--- config.mk ---
export PLATFORM = sky130hd
export DESIGN_NAME = kmap_sweep_ctrl_flat
export DESIGN_NICKNAME = d
export VERILOG_FILES = /design/src/rtl/kmap_sweep_if.sv /design/src/rtl/kmap_sweep_ctrl.sv /design/src/flat_wrapper.sv
export SDC_FILE = /design/constraint.sdc
export NUM_CORES = 1
export LEC_CHECK = 0
export CAP_MARGIN = 15
export CORE_MARGIN = 5
export CORE_UTILIZATION = 57
export DETAILED_ROUTE_END_ITERATION = 6
export DONT_BUFFER_PORTS = 1
export PLACE_DENSITY = 0.75
export SLEW_MARGIN = 20
export SYNTH_ARGS = -nofsm -noshare
export SYNTH_HDL_FRONTEND = slang
export SYNTH_SLANG_ARGS = --single-unit
--- constraint.sdc ---
create_clock -name clk -period 2.2 [get_ports clk]
set_clock_uncertainty 0.1 [all_clocks]
set_input_delay 0.55 -clock clk [delete_from_list [all_inputs] [get_ports clk]]
set_output_delay 0.55 -clock clk [all_outputs]
set_load 0.05 [all_outputs]
--- src/rtl/kmap_sweep_if.sv ---
// Handshake and data bundle between the K-map sweep sequencer, its host and the function block.
// The master side is the host/bench; the slave side is the sequencer itself.
interface kmap_sweep_if;
    logic        start;
    logic [15:0] exp_tt;
    logic        f_in;
    logic        d;
    logic        c;
    logic        b;
    logic        a;
    logic        busy;
    logic        done;
    logic [15:0] tt;
    logic        pass;
    logic [4:0]  mism_cnt;
    logic [3:0]  first_err_idx;

    modport master (
        output start, exp_tt, f_in,
        input  d, c, b, a, busy, done, tt, pass, mism_cnt, first_err_idx
    );

    modport slave (
        input  start, exp_tt, f_in,
        output d, c, b, a, busy, done, tt, pass, mism_cnt, first_err_idx
    );
endinterface

--- src/rtl/kmap_sweep_ctrl.sv ---
// Sweeps a 4-input function block through all 16 minterms, samples F after DWELL settle
// cycles per vector, and reports the captured truth table against a latched expected table.
module kmap_sweep_ctrl #(
    parameter int DWELL = 2
) (
    input  logic        clk,
    input  logic        rst,
    kmap_sweep_if.slave bus
);
    typedef enum logic [1:0] {
        IDLE   = 2'd0,
        SETTLE = 2'd1,
        SAMPLE = 2'd2,
        FINISH = 2'd3
    } state_t;

    localparam logic [7:0] CNT_LAST = 8'(DWELL - 1);

    state_t      state_q, state_d;
    logic [3:0]  idx_q, idx_d;
    logic [7:0]  cnt_q, cnt_d;
    logic [15:0] exp_q, exp_d;
    logic [15:0] tt_q, tt_d;
    logic        pass_q, pass_d;
    logic [4:0]  mism_q, mism_d;
    logic [3:0]  ferr_q, ferr_d;
    logic        mismatch;
    logic        active;

    always_ff @(posedge clk) begin
        if (rst) begin
            state_q <= IDLE;
            idx_q   <= 4'd0;
            cnt_q   <= 8'd0;
            exp_q   <= 16'd0;
            tt_q    <= 16'd0;
            pass_q  <= 1'b0;
            mism_q  <= 5'd0;
            ferr_q  <= 4'd0;
        end else begin
            state_q <= state_d;
            idx_q   <= idx_d;
            cnt_q   <= cnt_d;
            exp_q   <= exp_d;
            tt_q    <= tt_d;
            pass_q  <= pass_d;
            mism_q  <= mism_d;
            ferr_q  <= ferr_d;
        end
    end

    always_comb begin
        state_d  = state_q;
        idx_d    = idx_q;
        cnt_d    = cnt_q;
        exp_d    = exp_q;
        tt_d     = tt_q;
        pass_d   = pass_q;
        mism_d   = mism_q;
        ferr_d   = ferr_q;
        mismatch = (bus.f_in != exp_q[idx_q]);

        case (state_q)
            IDLE: begin
                if (bus.start) begin
                    exp_d   = bus.exp_tt;
                    tt_d    = 16'd0;
                    pass_d  = 1'b0;
                    mism_d  = 5'd0;
                    ferr_d  = 4'd0;
                    idx_d   = 4'd0;
                    cnt_d   = 8'd0;
                    state_d = SETTLE;
                end
            end
            SETTLE: begin
                if (cnt_q == CNT_LAST) begin
                    cnt_d   = 8'd0;
                    state_d = SAMPLE;
                end else begin
                    cnt_d = cnt_q + 8'd1;
                end
            end
            SAMPLE: begin
                tt_d[idx_q] = bus.f_in;
                if (mismatch) begin
                    mism_d = mism_q + 5'd1;
                    if (mism_q == 5'd0) begin
                        ferr_d = idx_q;
                    end
                end
                // pass is resolved here so it is already valid in the done cycle
                if (idx_q == 4'd15) begin
                    pass_d  = (mism_d == 5'd0);
                    state_d = FINISH;
                end else begin
                    idx_d   = idx_q + 4'd1;
                    state_d = SETTLE;
                end
            end
            FINISH: begin
                idx_d   = 4'd0;
                state_d = IDLE;
            end
            default: state_d = IDLE;
        endcase
    end

    assign active            = (state_q == SETTLE) || (state_q == SAMPLE);
    assign {bus.d, bus.c, bus.b, bus.a} = active ? idx_q : 4'd0;
    assign bus.busy          = active;
    assign bus.done          = (state_q == FINISH);
    assign bus.tt            = tt_q;
    assign bus.pass          = pass_q;
    assign bus.mism_cnt      = mism_q;
    assign bus.first_err_idx = ferr_q;
endmodule

--- src/flat_wrapper.sv ---
// flat-port wrapper written by rule: the top's interface ports become plain ports
module kmap_sweep_ctrl_flat 
#(
    parameter int DWELL = 2
)
  (clk, rst, bus_start, bus_exp_tt, bus_f_in, bus_d, bus_c, bus_b, bus_a, bus_busy, bus_done, bus_tt, bus_pass, bus_mism_cnt, bus_first_err_idx);
  kmap_sweep_if bus_i ();
  input  logic clk;
  input  logic rst;
  input wire logic [$bits(bus_i.start)-1:0] bus_start;
  input wire logic [$bits(bus_i.exp_tt)-1:0] bus_exp_tt;
  input wire logic [$bits(bus_i.f_in)-1:0] bus_f_in;
  output wire logic [$bits(bus_i.d)-1:0] bus_d;
  output wire logic [$bits(bus_i.c)-1:0] bus_c;
  output wire logic [$bits(bus_i.b)-1:0] bus_b;
  output wire logic [$bits(bus_i.a)-1:0] bus_a;
  output wire logic [$bits(bus_i.busy)-1:0] bus_busy;
  output wire logic [$bits(bus_i.done)-1:0] bus_done;
  output wire logic [$bits(bus_i.tt)-1:0] bus_tt;
  output wire logic [$bits(bus_i.pass)-1:0] bus_pass;
  output wire logic [$bits(bus_i.mism_cnt)-1:0] bus_mism_cnt;
  output wire logic [$bits(bus_i.first_err_idx)-1:0] bus_first_err_idx;
  assign bus_i.start = bus_start;
  assign bus_i.exp_tt = bus_exp_tt;
  assign bus_i.f_in = bus_f_in;
  assign bus_d = bus_i.d;
  assign bus_c = bus_i.c;
  assign bus_b = bus_i.b;
  assign bus_a = bus_i.a;
  assign bus_busy = bus_i.busy;
  assign bus_done = bus_i.done;
  assign bus_tt = bus_i.tt;
  assign bus_pass = bus_i.pass;
  assign bus_mism_cnt = bus_i.mism_cnt;
  assign bus_first_err_idx = bus_i.first_err_idx;
  kmap_sweep_ctrl #(.DWELL(DWELL)) u_core (.clk(clk), .rst(rst), .bus(bus_i));
endmodule
Word level (Yosys, flattened, before mapping)
Cells that the tools add are included.
- bits in registers: 56
- output and inout bits: 32
- logic and storage cells: 68
- $add $sub $neg: 3
- magnitude comparators: 2
- equality and inequality tests: 12
- mux-type cells: 28
- reductions and logical operators: 15
- operator list (operator ; number):
    $pmux W16 S2 ; 1
    $mux W4 ; 5
    $bwmux W16 ; 1
    $mux W16 ; 1
    $mux W8 ; 2
    $pmux W8 S2 ; 1
    $mux W5 ; 3
    $pmux W4 S3 ; 1
    $logic_not A5 Y1 ; 2
    $pmux W5 S2 ; 1
    $add A8 B1 Y8 const B ; 1
    $eq A8 B1 Y1 const B ; 1
    $ne A2 B1 Y1 const B ; 4
    $pmux W2 S4 ; 1
    $pmux W4 S2 ; 1
    $reduce_and A2 Y1 ; 4
    $mux W2 ; 3
    $reduce_and A3 Y1 ; 2
    $add A5 B1 Y5 const B ; 1
    $lt A4 B5 Y1 const B ; 1
    $add A4 B1 Y4 const B ; 1
    $bmux W1 S4 ; 1
    $demux W1 S4 ; 1
    $eq A2 B2 Y1 const B ; 2
    other kinds (13) ; 18

Depth between registers and ports, before layout
- word-level depth: 8
- gate-level depth with buffers: 10

Worst setup path before layout
OpenSTA, ideal clock, no wires.
- kind: register -> output
- start point: register u_core.state_q[0]
- end point: output port bus_a
- arrival: 1.520 ns
- data required time: 1.550 ns
- setup slack: 0.030 ns
- cell stages (with the launch flop): 4
- cells stage by stage: dfxtp_1 -> inv_1 -> ha_1 -> and2_1
- longest elaborated chain between the ends: 3
- elaborated cells on any way between the ends: 4
- classes of those cells: eq/ne (2); mux (1); reduce/logical (1)
- ends and longest elaborated chain (item ; line ; RTL):
    start, declared ; kmap_sweep_ctrl.sv:19 ; state_t state_q, state_d;
    start signal, assigned ; kmap_sweep_ctrl.sv:41 ; state_q <= state_d;
    $eq A2 B1 Y1 or $eq A2 B2 Y1 (tied branches) ; kmap_sweep_ctrl.sv:109 ; assign active = (state_q == SETTLE) || (state_q == SAMPLE);
    $logic_or A1 B1 Y1 * ; kmap_sweep_ctrl.sv:109 ;
    via bus_busy ; flat_wrapper.sv:17 ; output wire logic [$bits(bus_i.busy)-1:0] bus_busy;
    $mux W4 * ; kmap_sweep_ctrl.sv:110 ; assign {bus.d, bus.c, bus.b, bus.a} = active ? idx_q : 4'd0;
    end, declared ; flat_wrapper.sv:16 ; output wire logic [$bits(bus_i.a)-1:0] bus_a;
The timed path passes the listed nets; every way through them passes the cells marked *.

Worst setup path in the final report
- start point: register u_core.idx_q[3]
- end point: register u_core.mism_q[0] (netlist: u_core.bus.mism_cnt[0])
- longest elaborated chain between the ends: 6
- ends and longest elaborated chain (item ; line ; RTL):
    start, declared ; kmap_sweep_ctrl.sv:20 ; logic [3:0] idx_q, idx_d;
    start signal, assigned ; kmap_sweep_ctrl.sv:42 ; idx_q <= idx_d;
    $bmux W1 S4 ; kmap_sweep_ctrl.sv:61 ; mismatch = (bus.f_in != exp_q[idx_q]);
    $mux W1 (implied by the code) ; kmap_sweep_ctrl.sv:61 ;
    $ne A1 B1 Y1 ; kmap_sweep_ctrl.sv:61 ;
    $mux W5 ; kmap_sweep_ctrl.sv:86 ; if (mismatch) begin
    $mux W5 ; kmap_sweep_ctrl.sv:63 ; case (state_q)
    $pmux W5 S2 ; kmap_sweep_ctrl.sv:63 ;
    end signal, assigned ; kmap_sweep_ctrl.sv:47 ; mism_q <= mism_d;
    end, declared ; kmap_sweep_ctrl.sv:25 ; logic [4:0] mism_q, mism_d;
Every way passes these cells. The select of a mux whose other input is x is not followed.
A chain may end at the register's enable or synchronous reset.

==> run_results.csv <==
group,metric,value,unit
sta,finalSetupTns,0,ps
synth,synthTopCellsByArea,"dfxtp_1 38%, a21oi_1 10%, nand2_1 6.4%",
sta,fmax,480,MHz
power,ir_worst_vdd,0.454,mV
drt,via_per_inst,5.80,
drt,vias,2646,
setup_path,required,2360,ps
floorplanning,io_pins,52,
drt,drt_first_pass_iters,4,
setup_path,r2r_cells,7,
clocking,cts_tree,"done",
sta,rsz0062_at_grt,"false",
clocking,clk_pin_slew,100,ps
drt,wl_per_cell,15.4,µm
synth,yosys_warnings,0,
synth,synth_top_area_share,38.4,%
finish,final_area,3270,µm²
setup_path,worstPathCellList,"and2_4 -> buf_4 -> a22oi_1 -> a21oi_1 -> a31o_4 -> o32ai_1 -> mux2_2",
floorplanning,die_height,81.6,µm
clocking,root_buffer,"clkbuf_8",
setup_path,cpPeakStageDelay,360,ps
synth,synth.distinct_cells,44,
clocking,numCtsBuffers,5,
synth,synth-async-reset-ratio,0,%
run,max_cap_violations,0,
finish,multiInputGateArea,1630,µm²
clocking,cts_setup_buffers,0,
global_routing,grt_pass1_vias,2546,
sta,final_max_slew_viol_count,0,
setup_path,regToRegSetupSlack,120,ps
synth,synth_edf_count,0,
finish,syn2layout_area_growth,12.0,%
clocking,cts_sinks,56,
setup_path,end_kind,"flop",
finish,antennaDiodeCount,0,
sta,worstMarginPinSlew,567,ps
sta,timing.final.crit_share,94.7,%
sta,period_minus_slack,2080,ps
global_routing,overflow,0,
clocking,clkLatencyLatePin,310,ps
hold_path,whs_endpoint,"u_core.state_q[1]",
setup_path,worstPathMaxFanout,13,
global_routing,antenna_found_initial,0,
power,p_leak,1.22,nW
synth,synth.largest_area_cell,"dfxtp_1",
finish,fin_nets,417,
setup_path,critPathSlowestCell,"dfxtp_1",
floorplanning,rows,26,
placed_design,gp_congestion,0.845,
global_routing,grt_first_pass_wirelength,11.5,mm
drt,drc,0,
drt,antenna_left,0,
drt,routed_wl,7.01,mm
floorplanning,start_util,57.9,%
setup_path,critical_path_class,"reg2reg",
synth,syn-cell-area,2920,µm²
placed_design,place_area,3150,µm²
hold_path,min_path_cells,1,
power,p_per_area,606,nW/µm²
finish,fillCellCount,458,
synth,ys_ff_latch,56,
clocking,clockBufferDepth,2,
synth,syn_inst,375,
drt,first_iter_violations,129,
finish,register_area,1120,µm²
hold_path,hold_start,"rst",
setup_path,cp-start-kind,"flop",
hold_path,hold_class,"in2reg",
finish,final_util,64.9,%
finish,drive_above_1_share,13.7,%
synth,synthFlopType,"dfxtp_1",
global_routing,grt_max_degree,49,
synth,synth.avg_cell_area,7.79,µm²
synth,synth_fp_nets,407,
global_routing,grt_usage,21.7,%
placed_design,dp_hpwl,5.10,mm
sta,hold_viol_final,0,
sta,slew_headroom,62.1,%
clocking,htree_num_levels,2,
synth,synth-seq-area-share,38.4,%
floorplanning,fp.dieW,81.6,µm
sta,setup_violations,0,
placed_design,io_buffers,0,
outcome,status,"completed",
floorplanning,die_area,6660,µm²
setup_path,rr_startpoint,"u_core.idx_q[3]",
floorplanning,core,5040,µm²
setup_path,r2r-end,"u_core.bus.mism_cnt[0]",
setup_path,cp.arrival,2240,ps
==> area by class of cell <==
cell class                 count  area share (%)
tap                           70            2.68
inverter                      13            1.49
sequential                    56            34.4
timing repair buffer          32            8.87
multi-input combinational    277            49.9
clock buffer                   5            2.10
clock inverter                 3           0.574
==> worst max-delay path by stage <==
stage | slack (ps) | to | startpoint | cells past startpoint
after floorplan | 30 | bus_a | u_core.state_q[0] | 3
after global placement | 80 | u_core.bus.mism_cnt[3] | u_core.idx_q[0] | 7
after detailed placement | 40 | u_core.bus.mism_cnt[3] | u_core.idx_q[0] | 7
after CTS | 20 | bus_a | u_core.state_q[0] | 4
after global routing | 5 | u_core.bus.mism_cnt[0] | u_core.idx_q[3] | 7
final | 120 | u_core.bus.mism_cnt[0] | u_core.idx_q[3] | 7
==> registers in the layout, indices dropped and copies added (netlist names) <==
signal,flops
u_core.bus.first_err_idx,4
u_core.bus.pass,1
u_core.state_q,2
u_core.cnt_q,8
u_core.bus.mism_cnt,5
u_core.idx_q,4
u_core.bus.tt,16
u_core.exp_q,16
==> Yosys cell counts (all sizes together), types with 3 or more instances <==
| library cell | n |
|---|---|
| and2 | 6 |
| nand3 | 21 |
| clkbuf | 20 |
| o211ai | 4 |
| nand2 | 50 |
| nand4 | 7 |
| inv | 13 |
| and3 | 3 |
| a21oi | 61 |
| buf | 9 |
| dfxtp | 56 |
| o21ai | 23 |
| o22ai | 3 |
| ha | 12 |
| mux2i | 9 |
| xor2 | 6 |
| or3 | 4 |
| a22oi | 4 |
| nor2 | 28 |
| nor2b | 3 |
| nor3 | 8 |
==> repair_timing <==
| action | CTS | global route |
|---|---|---|
| hold buffers | 0 | 0 |
| pin swaps | 0 | 0 |
| gates resized for setup | 1 | 6 |
| setup endpoints to repair | 2 | 13 |
| cloned | 0 | 0 |
==> kinds of logic after synthesis <==
family	Yosys count	share of synthesized area, %
AND/OR/NAND/NOR	137	21.8
AO/OA/AOI/OAI	111	22.3
flip-flops	56	38.4
buffers and inverters	42	6.77
adder cells (fa/ha/maj)	12	5.14
multiplexers	11	3.85
XOR/XNOR	6	1.80
==> per-layer routing <==
layer	part of all wire (%)	global-route usage, %	up-vias
met4	0.76	4.98	0
met5	0	0	-
met1	43	27.4	1228
met2	49	36.7	80
li1	-	-	1328
met3	6.9	5.92	10
==> placed cells by master (no fill, tap or decap), drive strengths merged, types with 3 or more instances in the layout <==
cell / instances
and3: 3
xor2: 6
buf: 32
o21ai: 23
clkbuf: 5
nand2: 50
a22oi: 4
o211ai: 4
inv: 13
nand3: 21
mux2i: 9
dfxtp: 56
nor2: 28
o22ai: 3
clkinv: 3
nor3: 8
ha: 12
and2: 6
a21oi: 61
or3: 4
nand4: 7
nor2b: 3
==> critical path: cells and delay by family (launching register included) <==
family                 cells  cell delay [ps]
flip-flops                 1              360
buffers and inverters      1              160
AO/OA/AOI/OAI              4             1030
multiplexers               1              210
AND/OR/NAND/NOR            1              170
==> power breakdown <==
| part | internal (W) | switching (W) |
|---|---|---|
| sequential | 0.00105 | 0.0000257 |
| combinational | 0.000133 | 0.000214 |
| clock | 0.000223 | 0.000338 |
==> per-stage QoR <==
stage / setup slack [ps] / hold WS, ps / cells / total power [W]
2_1_floorplan: 30.3 / 336 / 375 / 0.00134
3_3_place_gp: 75.3 / 340 / 448 / 0.00142
3_5_place_dp: 42.6 / 344 / 448 / 0.00143
4_1_cts: 15.8 / 195 / 456 / 0.00198
5_1_grt: 4.52 / 180 / 456 / 0.00208
6_report: 117 / 197 / 456 / 0.00198
No activity file was read; power rests on OpenSTA's default activity.
